`src/rtl/riscv_mem_arbiter_if.sv`:
```
// Bus bundle between the fetch/data requesters, the arbiter and the single-port memory.
// The arbiter uses the slave modport; the requesters and memory model use master.
interface riscv_mem_arbiter_if;
    logic        if_req_in;
    logic [31:0] if_addr_in;
    logic        if_gnt_out;
    logic        if_rvalid_out;
    logic [31:0] if_rdata_out;

    logic        dm_req_in;
    logic        dm_we_in;
    logic [31:0] dm_addr_in;
    logic [31:0] dm_wdata_in;
    logic [2:0]  dm_size_in;
    logic        dm_gnt_out;
    logic        dm_rvalid_out;
    logic [31:0] dm_rdata_out;
    logic        dm_err_out;

    logic        mem_en_out;
    logic [3:0]  mem_we_out;
    logic [29:0] mem_addr_out;
    logic [31:0] mem_wdata_out;
    logic [31:0] mem_rdata_in;

    modport slave (
        input  if_req_in, if_addr_in,
        input  dm_req_in, dm_we_in, dm_addr_in, dm_wdata_in, dm_size_in,
        input  mem_rdata_in,
        output if_gnt_out, if_rvalid_out, if_rdata_out,
        output dm_gnt_out, dm_rvalid_out, dm_rdata_out, dm_err_out,
        output mem_en_out, mem_we_out, mem_addr_out, mem_wdata_out
    );

    modport master (
        output if_req_in, if_addr_in,
        output dm_req_in, dm_we_in, dm_addr_in, dm_wdata_in, dm_size_in,
        output mem_rdata_in,
        input  if_gnt_out, if_rvalid_out, if_rdata_out,
        input  dm_gnt_out, dm_rvalid_out, dm_rdata_out, dm_err_out,
        input  mem_en_out, mem_we_out, mem_addr_out, mem_wdata_out
    );
endinterface

```
`src/rtl/riscv_mem_arbiter.sv`:
```
// Fetch/data arbiter onto one pipelined memory port: data has priority with a starvation
// guard for fetch, load data is aligned/extended on return using a tag shift register.
module riscv_mem_arbiter #(
    parameter int MEM_LATENCY  = 2,
    parameter int STARVE_LIMIT = 4
) (
    input  logic              clk_in,
    input  logic              rst_in,
    riscv_mem_arbiter_if.slave bus
);
    localparam logic [2:0] MASK_NONE = 3'b000;
    localparam logic [2:0] MASK_B    = 3'b001;
    localparam logic [2:0] MASK_H    = 3'b010;
    localparam logic [2:0] MASK_W    = 3'b011;
    localparam logic [2:0] MASK_BU   = 3'b101;
    localparam logic [2:0] MASK_HU   = 3'b110;

    typedef struct packed {
        logic       valid;
        logic       owner;  // 1 = data port
        logic [2:0] size;
        logic [1:0] off;
    } tag_t;

    tag_t        r_tag [MEM_LATENCY];
    logic [3:0]  r_starve;

    logic        w_dm_win, w_dm_gnt, w_if_gnt, w_size_ok, w_dm_acc, w_dm_wr;
    logic [1:0]  w_off;
    logic [3:0]  w_strb;
    tag_t        w_push, w_out;
    logic        w_rvalid;
    logic [31:0] w_shift, w_ld;
    logic        w_unused_ok;

    assign w_off       = bus.dm_addr_in[1:0];
    assign w_unused_ok = ^bus.if_addr_in[1:0];

    always_comb begin
        w_size_ok = 1'b0;
        w_strb    = 4'b1111;
        case (bus.dm_size_in)
            MASK_B, MASK_BU: begin
                w_size_ok = 1'b1;
                w_strb    = 4'b0001 << w_off;
            end
            MASK_H, MASK_HU: begin
                w_size_ok = ~w_off[0];
                w_strb    = 4'b0011 << w_off;
            end
            MASK_W:    w_size_ok = (w_off == 2'b00);
            MASK_NONE: w_size_ok = 1'b0;
            default:   w_size_ok = 1'b0;
        endcase
    end

    // Fetch only beats a competing data request once the starvation counter has saturated.
    assign w_dm_win = bus.dm_req_in && (!bus.if_req_in || r_starve != 4'(STARVE_LIMIT));
    assign w_dm_gnt = !rst_in && w_dm_win;
    assign w_if_gnt = !rst_in && bus.if_req_in && !w_dm_win;
    assign w_dm_acc = w_dm_gnt && w_size_ok;
    assign w_dm_wr  = w_dm_acc && bus.dm_we_in;

    assign bus.if_gnt_out    = w_if_gnt;
    assign bus.dm_gnt_out    = w_dm_gnt;
    assign bus.dm_err_out    = w_dm_gnt && !w_size_ok;
    assign bus.mem_en_out    = w_if_gnt || w_dm_acc;
    assign bus.mem_we_out    = w_dm_wr ? w_strb : 4'b0000;
    assign bus.mem_addr_out  = w_if_gnt ? bus.if_addr_in[31:2] :
                               w_dm_acc ? bus.dm_addr_in[31:2] : 30'd0;
    assign bus.mem_wdata_out = w_dm_wr ? (bus.dm_wdata_in << {w_off, 3'b000}) : 32'd0;

    always_comb begin
        w_push       = '0;
        w_push.valid = w_if_gnt || (w_dm_acc && !bus.dm_we_in);
        w_push.owner = w_dm_acc;
        w_push.size  = bus.dm_size_in;
        w_push.off   = w_off;
    end

    always_ff @(posedge clk_in) begin
        if (rst_in) begin
            for (int i = 0; i < MEM_LATENCY; i++) r_tag[i] <= '0;
            r_starve <= 4'd0;
        end else begin
            r_tag[0] <= w_push;
            for (int i = 1; i < MEM_LATENCY; i++) r_tag[i] <= r_tag[i-1];
            if (w_dm_gnt && bus.if_req_in)
                r_starve <= (r_starve == 4'(STARVE_LIMIT)) ? r_starve : r_starve + 4'd1;
            else
                r_starve <= 4'd0;
        end
    end

    assign w_out    = r_tag[MEM_LATENCY-1];
    assign w_rvalid = w_out.valid && !rst_in;
    assign w_shift  = bus.mem_rdata_in >> {w_out.off, 3'b000};

    always_comb begin
        case (w_out.size)
            MASK_B:  w_ld = {{24{w_shift[7]}}, w_shift[7:0]};
            MASK_BU: w_ld = {24'd0, w_shift[7:0]};
            MASK_H:  w_ld = {{16{w_shift[15]}}, w_shift[15:0]};
            MASK_HU: w_ld = {16'd0, w_shift[15:0]};
            default: w_ld = w_shift;
        endcase
    end

    assign bus.if_rvalid_out = w_rvalid && !w_out.owner;
    assign bus.if_rdata_out  = (w_rvalid && !w_out.owner) ? bus.mem_rdata_in : 32'd0;
    assign bus.dm_rvalid_out = w_rvalid && w_out.owner;
    assign bus.dm_rdata_out  = (w_rvalid && w_out.owner) ? w_ld : 32'd0;
endmodule
```
`src/flat_wrapper.sv`:
```
// flat-port wrapper written by rule: the top's interface ports become plain ports
module riscv_mem_arbiter_flat 
#(
    parameter int MEM_LATENCY  = 2,
    parameter int STARVE_LIMIT = 4
)
  (clk_in, rst_in, bus_if_req_in, bus_if_addr_in, bus_dm_req_in, bus_dm_we_in, bus_dm_addr_in, bus_dm_wdata_in, bus_dm_size_in, bus_mem_rdata_in, bus_if_gnt_out, bus_if_rvalid_out, bus_if_rdata_out, bus_dm_gnt_out, bus_dm_rvalid_out, bus_dm_rdata_out, bus_dm_err_out, bus_mem_en_out, bus_mem_we_out, bus_mem_addr_out, bus_mem_wdata_out);
  riscv_mem_arbiter_if bus_i ();
  input  logic clk_in;
  input  logic rst_in;
  input wire logic [$bits(bus_i.if_req_in)-1:0] bus_if_req_in;
  input wire logic [$bits(bus_i.if_addr_in)-1:0] bus_if_addr_in;
  input wire logic [$bits(bus_i.dm_req_in)-1:0] bus_dm_req_in;
  input wire logic [$bits(bus_i.dm_we_in)-1:0] bus_dm_we_in;
  input wire logic [$bits(bus_i.dm_addr_in)-1:0] bus_dm_addr_in;
  input wire logic [$bits(bus_i.dm_wdata_in)-1:0] bus_dm_wdata_in;
  input wire logic [$bits(bus_i.dm_size_in)-1:0] bus_dm_size_in;
  input wire logic [$bits(bus_i.mem_rdata_in)-1:0] bus_mem_rdata_in;
  output wire logic [$bits(bus_i.if_gnt_out)-1:0] bus_if_gnt_out;
  output wire logic [$bits(bus_i.if_rvalid_out)-1:0] bus_if_rvalid_out;
  output wire logic [$bits(bus_i.if_rdata_out)-1:0] bus_if_rdata_out;
  output wire logic [$bits(bus_i.dm_gnt_out)-1:0] bus_dm_gnt_out;
  output wire logic [$bits(bus_i.dm_rvalid_out)-1:0] bus_dm_rvalid_out;
  output wire logic [$bits(bus_i.dm_rdata_out)-1:0] bus_dm_rdata_out;
  output wire logic [$bits(bus_i.dm_err_out)-1:0] bus_dm_err_out;
  output wire logic [$bits(bus_i.mem_en_out)-1:0] bus_mem_en_out;
  output wire logic [$bits(bus_i.mem_we_out)-1:0] bus_mem_we_out;
  output wire logic [$bits(bus_i.mem_addr_out)-1:0] bus_mem_addr_out;
  output wire logic [$bits(bus_i.mem_wdata_out)-1:0] bus_mem_wdata_out;
  assign bus_i.if_req_in = bus_if_req_in;
  assign bus_i.if_addr_in = bus_if_addr_in;
  assign bus_i.dm_req_in = bus_dm_req_in;
  assign bus_i.dm_we_in = bus_dm_we_in;
  assign bus_i.dm_addr_in = bus_dm_addr_in;
  assign bus_i.dm_wdata_in = bus_dm_wdata_in;
  assign bus_i.dm_size_in = bus_dm_size_in;
  assign bus_i.mem_rdata_in = bus_mem_rdata_in;
  assign bus_if_gnt_out = bus_i.if_gnt_out;
  assign bus_if_rvalid_out = bus_i.if_rvalid_out;
  assign bus_if_rdata_out = bus_i.if_rdata_out;
  assign bus_dm_gnt_out = bus_i.dm_gnt_out;
  assign bus_dm_rvalid_out = bus_i.dm_rvalid_out;
  assign bus_dm_rdata_out = bus_i.dm_rdata_out;
  assign bus_dm_err_out = bus_i.dm_err_out;
  assign bus_mem_en_out = bus_i.mem_en_out;
  assign bus_mem_we_out = bus_i.mem_we_out;
  assign bus_mem_addr_out = bus_i.mem_addr_out;
  assign bus_mem_wdata_out = bus_i.mem_wdata_out;
  riscv_mem_arbiter #(.MEM_LATENCY(MEM_LATENCY), .STARVE_LIMIT(STARVE_LIMIT)) u_core (.clk_in(clk_in), .rst_in(rst_in), .bus(bus_i));
endmodule
```
`config.mk`:
```
export PLATFORM = sky130hd
export DESIGN_NAME = riscv_mem_arbiter_flat
export DESIGN_NICKNAME = d
export VERILOG_FILES = /design/src/rtl/riscv_mem_arbiter_if.sv /design/src/rtl/riscv_mem_arbiter.sv /design/src/flat_wrapper.sv
export SDC_FILE = /design/constraint.sdc
export NUM_CORES = 1
export LEC_CHECK = 0
export ABC_AREA = 0
export BUFFER_PORTS_ARGS = -buffer_cell sky130_fd_sc_hd__buf_2
export CORE_AREA = 4 4 103 105
export CTS_CLUSTER_SIZE = 28
export DETAILED_ROUTE_END_ITERATION = 8
export DIE_AREA = 0 0 107 109
export PLACE_DENSITY_LB_ADDON = 0.25
export SKIP_LAST_GASP = 1
export SYNTH_ARGS = -nofsm -noshare
export SYNTH_HDL_FRONTEND = slang
export SYNTH_SLANG_ARGS = --single-unit
```
`constraint.sdc`:
```
create_clock -name clk_in -period 2.5 [get_ports clk_in]
set_input_delay 0.375 -clock clk_in [delete_from_list [all_inputs] [get_ports clk_in]]
set_output_delay 0.375 -clock clk_in [all_outputs]
set_load 0.03 [all_outputs]
```
---- Yosys cells after proc, flatten, opt, wreduce, memory -nomap -nowiden ----
Memory sizes are Yosys's and may differ from the RTL's.
Index checks and enable logic that the tools add are counted.
storage, ports and cells
  output and inout bits ................... 136
  memories ................................ 1
  bits of input ports ..................... 136
  memory bits (writable) .................. 14
  flip-flop bits (word level) ............. 4
  logic and storage cells ................. 61
memories
  memory        words  bits a word  read ports  clocked after memory_dff  write ports  line                     source
  u_core.r_tag  2      7            2           0                         2            riscv_mem_arbiter.sv:25  tag_t r_tag [MEM_LATENCY];
operators by class
  add/sub/neg operators ................... 1
  shift-type cells ........................ 4
  equal/unequal tests ..................... 11
  reduce and logical (&&, ||, !) cells .... 25
  multiplexer cells ....................... 14
  bitwise gates (word level) .............. 4
operator list
  cell                   number
  $pmux W32 S4           1
  $mux W32               3
  $mux W30               2
  $shl A32 B5 Y32        1
  $shr A32 B5 Y32        1
  $mux W7                2
  $eq A3 B3 Y1 const B   4
  $logic_and A1 B1 Y1    12
  $eq A3 B2 Y1 const B   3
  $pmux W4 S2            1
  $eq A3 B1 Y1 const B   2
  $logic_not A1 Y1       6
  $reduce_or A2 Y1       3
  $add A4 B1 Y4 const B  1
  $eq A4 B3 Y1 const B   1
  $mux W4                1
  $ne A4 B3 Y1 const B   1
  $shl A1 B2 Y4 const A  1
  $shl A2 B2 Y4 const A  1
  $logic_or A1 B1 Y1     3
  $mux W1                3
  $pmux W1 S3            1
  $logic_not A2 Y1       1
  $not A1 Y1             2
  $or A1 B1 Y1           2

---- Longest topological paths before layout ----
  word-level depth ........................ 8
  depth in mapped cells ................... 8

---- Worst setup path before layout ----
OpenSTA, ideal clock, no wires.
  path kind ............................... reg2out
  from .................................... register u_core.r_starve[0]
  to ...................................... output bus_mem_wdata_out[24]
  path slack .............................. 0.031 ns
  stages on the path, launching flop included .. 7
  arrival ................................. 2.094 ns
  cells stage by stage .................... dfxtp_1 inv_1 ha_1 nand3b_1 o211a_1 o211ai_2 a211oi_1
on the way
  word-level cells in the longest chain between the ends .. 7
RTL lines
  what                      line                     source
  start, declared           riscv_mem_arbiter.sv:26  logic [3:0] r_starve;
  start signal, assigned    riscv_mem_arbiter.sv:89  r_starve <= (r_starve == 4'(STARVE_LIMIT)) ? r_starve : r_starve + 4'd1;
  $ne A4 B3 Y1              riscv_mem_arbiter.sv:58  assign w_dm_win = bus.dm_req_in && (!bus.if_req_in || r_starve != 4'(STARVE_LIMIT));
  $logic_or A1 B1 Y1        riscv_mem_arbiter.sv:58
  $logic_and A1 B1 Y1       riscv_mem_arbiter.sv:58
  $logic_and A1 B1 Y1       riscv_mem_arbiter.sv:59  assign w_dm_gnt = !rst_in && w_dm_win;
  named net bus_dm_gnt_out  flat_wrapper.sv:22       output wire logic [$bits(bus_i.dm_gnt_out)-1:0] bus_dm_gnt_out;
  $logic_and A1 B1 Y1       riscv_mem_arbiter.sv:61  assign w_dm_acc = w_dm_gnt && w_size_ok;
  $logic_and A1 B1 Y1       riscv_mem_arbiter.sv:62  assign w_dm_wr = w_dm_acc && bus.dm_we_in;
  $mux W32                  riscv_mem_arbiter.sv:71  assign bus.mem_wdata_out = w_dm_wr ? (bus.dm_wdata_in << {w_off, 3'b000}) : 32'd0;
  end, declared             flat_wrapper.sv:29       output wire logic [$bits(bus_i.mem_wdata_out)-1:0] bus_mem_wdata_out;
The timed path passes the listed nets, and every way through them passes these cells.

==> results.sh <==
export IMPL_status="finished clean"
export IMPL_switching_share_pct=38.5
export IMPL_start_util_pct=28.5
export IMPL_whs_ns=0.362
export IMPL_setup_violations_final=0
export IMPL_setup_worst_path_start="u_core.r_tag[0][10]"
export IMPL_synth_nets=531
export IMPL_ys_ff_latch=18
export IMPL_yosys_warnings=0
export IMPL_grt_overflow=0
export IMPL_areaGrowthSynthToFinish_pct=62.2
export IMPL_fillers=1026
export IMPL_final_max_slew_violation_count=0
export IMPL_grt_pass1_wl_um=17900
export IMPL_mostFrequentLayoutCell="buf_2"
export IMPL_critPathMaxFanout=8
export IMPL_p_leak_nw=2.44
export IMPL_cp_top_family="compound AO/OA/AOI/OAI gates"
export IMPL_via_per_inst=4.92
export IMPL_die_h_um=109
export IMPL_routed_via_count=3876
export IMPL_final_cell_mix="263 x buf_2, 43 x nor2_1, 33 x a211oi_1, 33 x nand2_1, 33 x buf_4"
export IMPL_rows=36
export IMPL_min_period_over_period_pct=98.1
export IMPL_antenna_found_initial=0
export IMPL_syn_avg_cell_area_um2=7.08
export IMPL_synth_cells=388
export IMPL_crit_chain="inv_1 > ha_1 > or3b_1 > o22ai_4 > a311oi_4 > buf_4 > a211oi_1 > buf_4"
export IMPL_ant_nets=0
export IMPL_grt_max_degree=34
export IMPL_start_kind="register"
export IMPL_finalPower_mw=1.10
export IMPL_worstReg2RegStart="u_core.r_starve[1]"
export IMPL_routedWlPerCell_um=15.3
export IMPL_nNetsFinal=799
export IMPL_min_from="bus_dm_size_in[2]"
export IMPL_critPathRequiredTime_ns=2.12
export IMPL_relSlewSlack_pct=72.4
export IMPL_clock_sinks=18
export IMPL_hp_class="input port to register"
export IMPL_tns_ns=0
export IMPL_synth_ff_type="dfxtp_1"
export IMPL_worst_pin_slew_ns=0.414
export IMPL_pre_cts_ws_ns=0.121
export IMPL_die_area_mm2=0.0117
export IMPL_htree_num_levels=1
export IMPL_path_common_cell="buf_4"
export IMPL_firstDrtPassIters=4
export IMPL_antenna_cells=0
export IMPL_placedCellCount=777
export IMPL_ctsLongestPathBuffers=2
export IMPL_coreArea_mm2=0.00964
export IMPL_io_pins=272
export IMPL_critPathMaxStageDelay_ns=0.40
export IMPL_clk_pin_slew_worst_paths_ns=0.07
export IMPL_hold_violations=0
export IMPL_worst_path_buf_inv=3
export IMPL_max_freq_mhz=408
export IMPL_p_comb_share_pct=51.1
export IMPL_insertion_delay_ns=0.25
export IMPL_cp_end_kind="primary output"
export IMPL_p_sw_mw=0.421
export IMPL_synthArstFlopShare_pct=0
export IMPL_fin_cells=788
export IMPL_ir_worst_vdd_v=0.000168
export IMPL_drive_gt1_share_pct=49.8
export IMPL_seqPwrFrac_pct=27.7
export IMPL_drc=0
export IMPL_gp_congestion=0.879
export IMPL_synth_edf_count=0
export IMPL_dp_hpwl_um=10300
export IMPL_path_class="register to primary output"
export IMPL_synth_seq_area_share_pct=13.1
export IMPL_cts_hold_buf=0
export IMPL_crit_slowest_cell="or3b_1"
export IMPL_ctsRootBufferMaster="clkbuf_8"
export IMPL_syn_area_mm2=0.00275
export IMPL_cap_viol_max_count=0
export IMPL_synth_cell_types=38
export IMPL_cts_made_buffers=3
export IMPL_postLayoutSetupSlackWorst_ns=0.0479
export IMPL_finalClockSkew_ns=0.00196
export IMPL_clock_power_share_pct=21.2
export IMPL_wl_um=12100
export IMPL_drt_iter0_markers=139
export IMPL_track_usage_pct=18.8
export IMPL_cts_tree="built"
export IMPL_intPower_mw=0.674
export IMPL_grt_setup_unrepaired="yes"
export IMPL_cp_data_arrival_time_ns=2.08
export IMPL_grt_pass1_vias=3714
export IMPL_layout_min_cycle_time_ns=2.45
export IMPL_pwr_density_cell_mw_per_mm2=246
export IMPL_port_buffers=269
export IMPL_die_w_um=107
[power groups by stage]
| stage | logic [mW] | clock network [mW] | registers, mW |
|---|---|---|---|
| 2_1_floorplan | 0.320 | 0 | 0.307 |
| 3_3_place_gp | 0.537 | 0 | 0.309 |
| 3_5_place_dp | 0.546 | 0 | 0.310 |
| 4_1_cts | 0.550 | 0.239 | 0.303 |
| 5_1_grt | 0.610 | 0.252 | 0.305 |
| 6_report | 0.560 | 0.233 | 0.304 |
[cell families after synthesis]
logic type / Yosys count / share of synthesized area (%)
DFF: 18 / 13.1
muxes: 33 / 12.0
adders and majority gates: 7 / 3.19
and+or+nand+nor: 163 / 30.3
buffers and inverters: 51 / 9.19
AOI/OAI and AO/OA: 116 / 32.2
[timing repair]
| item | CTS | global route |
|---|---|---|
| gates resized for setup | 2 | 18 |
| endpoints found under the setup margin | 26 | 52 |
| pin swaps | 0 | 2 |
| setup buffers | 1 | 6 |
[cells in the mapped netlist, types with 8 or more instances]
| master | count | area share [%] |
|---|---|---|
| o21ai_0 | 10 | 1.8 |
| and2_1 | 32 | 7.3 |
| clkbuf_1 | 19 | 2.6 |
| a22o_1 | 30 | 9.6 |
| inv_1 | 12 | 1.6 |
| nor3_1 | 9 | 1.6 |
| nand2_1 | 33 | 4.5 |
| nor2b_1 | 28 | 6.4 |
| nor2_1 | 43 | 5.9 |
| dfxtp_1 | 18 | 13 |
| a211oi_1 | 36 | 9.8 |
| a21oi_1 | 21 | 3.8 |
| mux2i_1 | 33 | 12 |
| o2bb2ai_1 | 8 | 2.5 |
[worst paths after layout]
path / end / slack (ns) / cells after the start
setup / recovery: bus_dm_rdata_out[24] / 0.05 / 8
hold / removal: u_core.r_tag[0][4] / 0.36 / 2
setup reg to reg: u_core.r_tag[0][6] / 0.93 / 8
hold reg to reg: u_core.r_starve[0] / 0.44 / 1
[metal layers]
layer | share of wire [%] | GRT usage (%) | up-vias
met1 | 36 | 20.0 | 1750
met2 | 52 | 36.3 | 191
met5 | 0 | 0 | -
li1 | - | - | 1917
met3 | 9.5 | 4.50 | 18
met4 | 2.2 | 6.30 | 0
[worst register-to-register path, cell delays in order (launching register included)]
cell	delay, ns
dfxtp_1	0.33
inv_1	0.06
ha_2	0.19
nand3b_1	0.13
o211a_4	0.30
o21ai_2	0.09
inv_4	0.08
buf_4	0.14
a21o_1	0.14
[area by class of cell]
class | count | area (um^2) | share of cell area [%]
clock buffer | 4 | 55.1 | 1.23
inverter | 14 | 55.1 | 1.23
sequential | 18 | 363 | 8.14
multi-input combinational | 319 | 2180 | 49.0
tap | 133 | 166 | 3.73
timing repair buffer | 300 | 1640 | 36.7
[flip-flops by register name, indices dropped and copies added (netlist names)]
| name | count |
|---|---|
| u_core.r_tag | 14 |
| u_core.r_starve | 4 |
[metrics by stage]
step | util, % | area (um^2)
after floorplan | - | 2750
after global placement | 44.5 | 4290
after detailed placement | 44.5 | 4290
after CTS | 45.3 | 4360
after global routing | 46.3 | 4460
final | 46.3 | 4460
Note: power is estimated with default switching activity, not from simulation.
